**config.mk**
```make
export PLATFORM = sky130hd
export DESIGN_NAME = alu_flags_reg
export DESIGN_NICKNAME = d
export VERILOG_FILES = /design/src/rtl/alu_flags_reg.sv
export SDC_FILE = /design/constraint.sdc
export NUM_CORES = 1
export LEC_CHECK = 0
export ABC_AREA = 1
export CAP_MARGIN = 20
export CORE_ASPECT_RATIO = 0.9
export CORE_UTILIZATION = 54
export DETAILED_ROUTE_END_ITERATION = 7
export HOLD_SLACK_MARGIN = 0.08
export PLACE_DENSITY = 0.95
export SETUP_SLACK_MARGIN = 0.4
export SKIP_CTS_REPAIR_TIMING = 1
export SLEW_MARGIN = 10
export SYNTH_ARGS = -nofsm -noshare
export SYNTH_HDL_FRONTEND = slang
export SYNTH_SLANG_ARGS = --single-unit
```
**constraint.sdc**
```tcl
create_clock -name clk -period 4.72 [get_ports clk]
set_clock_uncertainty 0.15 [all_clocks]
set_input_delay 0.944 -clock clk [delete_from_list [all_inputs] [get_ports clk]]
set_output_delay 0.944 -clock clk [all_outputs]
set_load 0.02 [all_outputs]
```
**src/rtl/alu_flags_reg.sv**
```systemverilog
// ---------------------------------------------------------------------------
// alu_flags_reg
//
// Architectural flag register sitting between the ALU flag generator and the
// control/branch unit. Holds the 8-bit flag vector, keeps a LIFO save/restore
// stack for interrupt/call entry and exit, and evaluates a 4-bit branch
// condition code against the held flags.
//
// Ports:
//   clk, rst        clock, synchronous active-high reset
//   flags_in/_we    ALU flag bus and its update strobe
//   wr_data/wr_en   software flag load
//   push/pop        save / restore flag register on the stack
//   err_clr         clear sticky stack error
//   cond/cond_valid condition evaluation request
//   flags_out       held flag register ([7:6] always 0)
//   take/take_valid registered condition result
//   stk_depth       occupied stack entries
//   stk_full/empty  stack occupancy status
//   stk_err         sticky illegal-stack-operation flag
//
// Handshake: cond_valid is a one-cycle request with no back-pressure; every
// cycle with cond_valid=1 produces exactly one take_valid=1 cycle on the next
// clock, carrying the result evaluated on the flags held in the request cycle.
// take holds its value while take_valid=0.
// ---------------------------------------------------------------------------
module alu_flags_reg #(
    parameter int STACK_DEPTH = 4
) (
    input  logic       clk,
    input  logic       rst,
    input  logic [7:0] flags_in,
    input  logic       flags_we,
    input  logic [7:0] wr_data,
    input  logic       wr_en,
    input  logic       push,
    input  logic       pop,
    input  logic       err_clr,
    input  logic [3:0] cond,
    input  logic       cond_valid,
    output logic [7:0] flags_out,
    output logic       take,
    output logic       take_valid,
    output logic [4:0] stk_depth,
    output logic       stk_full,
    output logic       stk_empty,
    output logic       stk_err
);

    localparam int PW = (STACK_DEPTH <= 2) ? 1 : $clog2(STACK_DEPTH);
    localparam logic [4:0] DEPTH_MAX = 5'(STACK_DEPTH);

    logic [7:0]    stack_mem [STACK_DEPTH];
    logic          push_ok;
    logic          pop_ok;
    logic          err_now;
    logic [4:0]    depth_next;
    logic [7:0]    flags_next;
    logic [PW-1:0] push_idx;
    logic [PW-1:0] top_idx;
    logic          cond_result;

    // A legal push writes slot [depth]; a legal pop reads slot [depth-1].
    // Both indices only matter when the corresponding operation is legal,
    // so truncation to PW bits is safe.
    assign push_idx = stk_depth[PW-1:0];
    assign top_idx  = PW'(stk_depth - 5'd1);

    // Simultaneous push and pop is illegal, so neither is "ok" in that case.
    assign push_ok = push && !pop && (stk_depth != DEPTH_MAX);
    assign pop_ok  = pop && !push && (stk_depth != 5'd0);
    assign err_now = (push && pop) ||
                     (push && (stk_depth == DEPTH_MAX)) ||
                     (pop  && (stk_depth == 5'd0));

    always_comb begin
        depth_next = stk_depth;
        if (push_ok)
            depth_next = stk_depth + 5'd1;
        else if (pop_ok)
            depth_next = stk_depth - 5'd1;
    end

    // Restore beats software load beats ALU update; reserved bits forced to 0.
    always_comb begin
        flags_next = flags_out;
        if (pop_ok)
            flags_next = stack_mem[top_idx];
        else if (wr_en)
            flags_next = wr_data;
        else if (flags_we)
            flags_next = flags_in;
        flags_next[7:6] = 2'b00;
    end

    // Bits: Z=0, C=1, E=2, L=3, G=4, H=5.
    always_comb begin
        cond_result = 1'b0;
        case (cond)
            4'd0:  cond_result = 1'b1;
            4'd1:  cond_result = flags_out[0];
            4'd2:  cond_result = !flags_out[0];
            4'd3:  cond_result = flags_out[1];
            4'd4:  cond_result = !flags_out[1];
            4'd5:  cond_result = flags_out[2];
            4'd6:  cond_result = !flags_out[2];
            4'd7:  cond_result = flags_out[3];
            4'd8:  cond_result = !flags_out[3];
            4'd9:  cond_result = flags_out[4];
            4'd10: cond_result = !flags_out[4];
            4'd11: cond_result = flags_out[5];
            4'd12: cond_result = !flags_out[5];
            4'd13: cond_result = flags_out[3] | flags_out[2];
            4'd14: cond_result = flags_out[4] | flags_out[2];
            default: cond_result = 1'b0;
        endcase
    end

    always_ff @(posedge clk) begin
        if (rst) begin
            flags_out  <= 8'h00;
            take       <= 1'b0;
            take_valid <= 1'b0;
            stk_depth  <= 5'd0;
            stk_full   <= 1'b0;
            stk_empty  <= 1'b1;
            stk_err    <= 1'b0;
        end else begin
            flags_out  <= flags_next;
            take_valid <= cond_valid;
            if (cond_valid)
                take <= cond_result;
            stk_depth  <= depth_next;
            stk_full   <= (depth_next == DEPTH_MAX);
            stk_empty  <= (depth_next == 5'd0);
            // A new error wins over a same-cycle clear.
            if (err_now)
                stk_err <= 1'b1;
            else if (err_clr)
                stk_err <= 1'b0;
        end
    end

    // Stack contents are don't-care after reset, so no reset term here.
    always_ff @(posedge clk) begin
        if (!rst && push_ok)
            stack_mem[push_idx] <= flags_out;
    end

endmodule

```
; ---- Yosys cells after proc, flatten, opt, wreduce, memory -nomap -nowiden
; Memory sizes are Yosys's and may differ from the RTL's.
; Index checks and enable logic that the tools add are counted.
[classes]
n_mux = 10
n_reduce_logical = 25
add_sub_neg = 2
eq_ne = 17
bitwise_logic = 2
[ops]
columns = cell, count
row1 = "equality test 4 bit, second input constant", 7
row2 = 2-to-1 mux 6 bit, 3
row3 = "equality test 4 x 3 -> 1 bit, second input constant", 4
row4 = case mux 1 bit (15 select lines), 1
row5 = "equality test 5 x 3 -> 1 bit, second input constant", 2
row6 = zero test 5 bit, 2
row7 = 2-to-1 mux 5 bit, 2
row8 = zero test 1 bit, 9
row9 = "equality test 4 x 2 -> 1 bit, second input constant", 2
row10 = logical AND 1 bit, 8
row11 = "adder 5 x 1 -> 5 bit, second input constant", 1
row12 = "inequality test 5 x 3 -> 1 bit, second input constant", 1
row13 = nonzero test 5 bit, 1
row14 = "subtractor 5 x 1 -> 5 bit, second input constant", 1
row15 = "equality test 4 x 1 -> 1 bit, second input constant", 1
row16 = zero test 4 bit, 1
row17 = 2-to-1 mux 1 bit, 4
row18 = nonzero test 3 bit, 1
row19 = logical OR 1 bit, 2
row20 = bitwise OR 1 bit, 2
row21 = nonzero test 2 bit, 1
[word_totals]
ramBits = 24
wordCells = 64
out_inout_bits = 18
input_bits = 28
mem_count = 1
reg_bits = 16
[memory_table]
columns = memory, words, width, read_ports, rd_clocked_by_memory_dff, write_ports, line_no
row1 = stack_mem, 4, 6, 1, 0, 1, 53  ; logic [7:0] stack_mem [STACK_DEPTH];

; ---- Depth between registers and ports, before layout
[depth]
depth_word = 6
mapped_depth = 14

; ---- Worst setup path after synthesis
; No wires, ideal clock.
[synth_path]
kind = reg2reg
start = reg stk_depth[0]
end = mem stack_mem[1][0] (netlist name) (enable)
slack_ps = 2349
setup_ps = 350
stages_incl_launch_ff = 11
arrival_ps = 1871
path_buffers = 1
cell_sequence = dfxtp_1 inv_1 buf_2 ha_1 inv_1 nor2_2 nand2_2 nand2_4 inv_2 nand2_1 nor2_1
[synth_via]
elab_chain_cells = 5
[synth_rtl]
columns = item, line_no
row1 = from (decl), 44  ; output logic [4:0] stk_depth,
row2 = from (signal assigned), 133  ; stk_depth <= depth_next;
row3 = inequality test 5 x 3 -> 1 bit, 70  ; assign push_ok = push && !pop && (stk_depth != DEPTH_MAX);
row4 = logical AND 1 bit, 70
row5 = logical AND 1 bit, 146  ; if (!rst && push_ok)
row6 = 2-to-1 mux 1 bit, 146
row7 = 2-to-1 mux 1 bit (not written as such), 147  ; stack_mem[push_idx] <= flags_out;
row8 = to (decl), 53
; Parallel ways exist; a longest one is shown, timed or not.

; ---- Worst setup path after layout
[layout_path]
start = reg stk_depth[0]
end = mem stack_mem[3][1] (netlist name) (enable)
; The elaborated chain is that of the path after synthesis.

==> impl_results.md <==
* Clock buffer depth at 2
* Status: completed
* NumNets Final at 333
* Adder-cell area share of the yosys netlist at 3.00%
* Tot Pwr at 0.919 mW
* Cell family with most CP delay: simple AND/OR/NAND/NOR gates
* Simple-Gate Fraction of Synth Area at 27.9%
* Chip height at 60.9 um
* Drt via density at 5.44
* Global-route wire length before repair at 7.84 mm
* Max Transition Viols Final at 0
* Post-route ant nets at 0
* Relative slew slack at 57.2%
* FILL cells at 267
* Gpl congestion at 0.851
* FF+latch count, synth at 40
* Cell area power density at 353 nW/um2
* Kind of critical path: register to register
* Tcrit/Tclk final at 66.6%
* Fmax at 0.318 GHz
* CTS sink cnt at 40
* CP Max Fanout at 18
* CP max stage cell: dfxtp_1
* Area of the multi-input gates at 892 um2
* Mux share of post-synthesis cell area at 0.961%
* Non-filler instance count after layout at 347
* Setup TNS at 0 ns
* Num rows at 21
* Main combinational cell family by area after synthesis: simple AND/OR/NAND/NOR gates
* Placed Cells at 339
* Tightest Pin Transition at 0.641 ns
* Count of yosys warnings during synthesis at 0
* RSZ-0062 raised after global routing: no
* Global Route Usage Sum at 26.9%
* Initial antenna violation count at 0
* Cell repeated most along the worst path: inv_1
* Setup violations, final at 0
* FF/Latch Area at 1040 um2
* Port bufs at 39
* Root buf cell: clkbuf_8
* Critical path endpoint category: register
* Compound-cell area share of the yosys netlist at 10.2%
* Seq/Total Area, Yosys at 50.0%
* Die X at 67.5 um
* CTS tree: yes
* CP Cell Sequence: inv_1, ha_1, inv_1, nor2_2, nand2_2, nand2_4, inv_2, nand2_1, nor2_1
* DP Area at 2500 um2
* Reg clk slew, reported paths at 0.08 ns
* Max cap viols at 0
* Worst setup SP type: register
* Number of global-route vias before repair at 1703
* Buf/Inv on CP at 3
* Hold WC Path Type: register to register
* Starting Density at 56.2%
* Layout area overhead at 25.2%
* Core area at 3700 um2
* Syn Area/Cell at 8.04 um2
* Critical path arrival at 2.93 ns
* DRT Wirelength at 4.98 mm
* Die area at 4110 um2
* Max VDD drop at 0.000261 V
* DR WL/cell at 14.3 um
* H-tree levels at 2
* Max incr delay on CP at 0.74 ns
* Largest net degree at the start of global routing at 19
* Design Area, Final at 2610 um2
* Tmin final at 3.14 ns
* Leak Pwr at 1.12 nW
* Drt pass-1 iters at 5
* DRC at 0
* DP HPWL at 3.66 mm
* Fraction of layout cells with a size suffix above 1 at 7.97%
* Final hold vios at 0
* Count of cell types in the netlist at 29
* Synth Area in XOR/XNOR at 0.420%
* Top-Level Pins at 46
* GR Overflow Total at 0
* Synthesized cell area at 2080 um2
* Initial DRC count at 154
* Clock Latency Late Sink at 0.30 ns
* # diodes at 0
* Vias at 1889
* Syn Inst Count at 259
* CTS Buf Count at 5
* Worst EP required at 4.50 ns
## cell usage after synthesis
library cell / number / share of area (%)
inv_2: 4 / 0.72
a21oi_2: 1 / 0.42
nand2_2: 4 / 1.2
nor2_1: 25 / 4.5
buf_2: 3 / 0.72
ha_1: 5 / 3.0
clkbuf_1: 1 / 0.18
nand4_1: 1 / 0.30
conb_1: 1 / 0.18
o21ai_0: 20 / 4.8
o21bai_1: 2 / 0.72
xor2_1: 1 / 0.42
nor3_2: 1 / 0.48
nand3_2: 1 / 0.48
a211oi_1: 1 / 0.36
nand2_1: 71 / 13
nor2_2: 3 / 0.90
mux2i_1: 2 / 0.96
buf_4: 2 / 0.72
o22ai_1: 3 / 0.90
nand2_4: 2 / 1.1
nand3_1: 24 / 5.8
o211ai_1: 1 / 0.36
inv_1: 28 / 5.0
dfxtp_1: 16 / 15
o21ai_1: 2 / 0.48
edfxtp_1: 24 / 35
a21oi_1: 9 / 2.2
nand3b_1: 1 / 0.36
## registers in the layout (all words and copies together), names as in the netlist
signal	flops
take_valid	1
take	1
stk_depth	5
stk_full	1
stack_mem	24
stk_empty	1
stk_err	1
flags_out	6
## kinds of logic (layout without fill, tap and decap cells)
kind of cell	count (synthesis)	count (layout)
buffers and inverters	38	79
XOR/XNOR	1	1
multiplexers	2	2
other	1	2
AO/OA/AOI/OAI	39	39
AND/OR/NAND/NOR	133	133
flip-flops	40	40
adder cells (fa/ha/maj)	5	5
## worst register-to-register path, stage by stage (launching register included)
cell	delay, ns
dfxtp_1	0.74
inv_1	0.47
ha_1	0.37
inv_1	0.09
nor2_2	0.07
nand2_2	0.12
nand2_4	0.09
inv_2	0.08
nand2_1	0.11
nor2_1	0.49
## power breakdown
part	switching (mW)	leakage (nW)	internal (mW)
registers	0.0311	0.353	0.395
logic	0.141	0.719	0.0955
clock network	0.122	0.0523	0.135
total	0.294	1.12	0.625
## worst paths after layout
kind | from | end | slack [ns] | depth (start not counted)
hold / removal | stk_err | stk_err | 0.36 | 2
setup reg to reg | stk_depth[0] | stack_mem[3][1] | 1.58 | 9
setup / recovery | stk_depth[0] | stack_mem[3][1] | 1.58 | 9
hold reg to reg | stk_err | stk_err | 0.36 | 2
## layout by cell type (no fill, tap or decap), drive strengths merged
| cell type | count |
|---|---|
| inv | 32 |
| clkinvlp | 1 |
| nand3b | 1 |
| a211oi | 1 |
| o21bai | 2 |
| nand2 | 77 |
| xor2 | 1 |
| o211ai | 1 |
| edfxtp | 24 |
| nor3 | 1 |
| clkbuf | 6 |
| dfxtp | 16 |
| nor2 | 28 |
| mux2i | 2 |
| clkinv | 1 |
| conb | 2 |
| o21ai | 22 |
| nand3 | 25 |
| clkdlybuf4s50 | 39 |
| o22ai | 3 |
| ha | 5 |
| nand4 | 1 |
| a21oi | 10 |
## through the flow
step	util, %	hold slack (ns)	worst slack, ns
floorplan	-	0.449	2.35
global placement	67.5	0.334	1.77
detailed placement	67.5	0.339	1.65
CTS	70.4	0.357	1.61
global route	70.4	0.437	1.33
finish	70.4	0.357	1.58
## per-layer routing
| metal | vias to the layer above | track usage [%] | routed length (um) |
|---|---|---|---|
| met2 | 96 | 43.0 | 2440 |
| met1 | 863 | 36.2 | 2120 |
| met4 | 0 | 11.6 | 95 |
| li1 | 922 | - | - |
| met3 | 8 | 4.32 | 318 |
| met5 | - | 0 | 0 |
## final cells by class
cell class              count  area share [%]
multi-input cells         182            34.2
clock inverters             2           0.480
repair buffers             39            15.0
flip-flops and latches     40            39.9
well taps                  46            2.21
inverters                  32            4.61
clock buffers               6            3.60
Note: power is estimated with default switching activity, not from simulation.
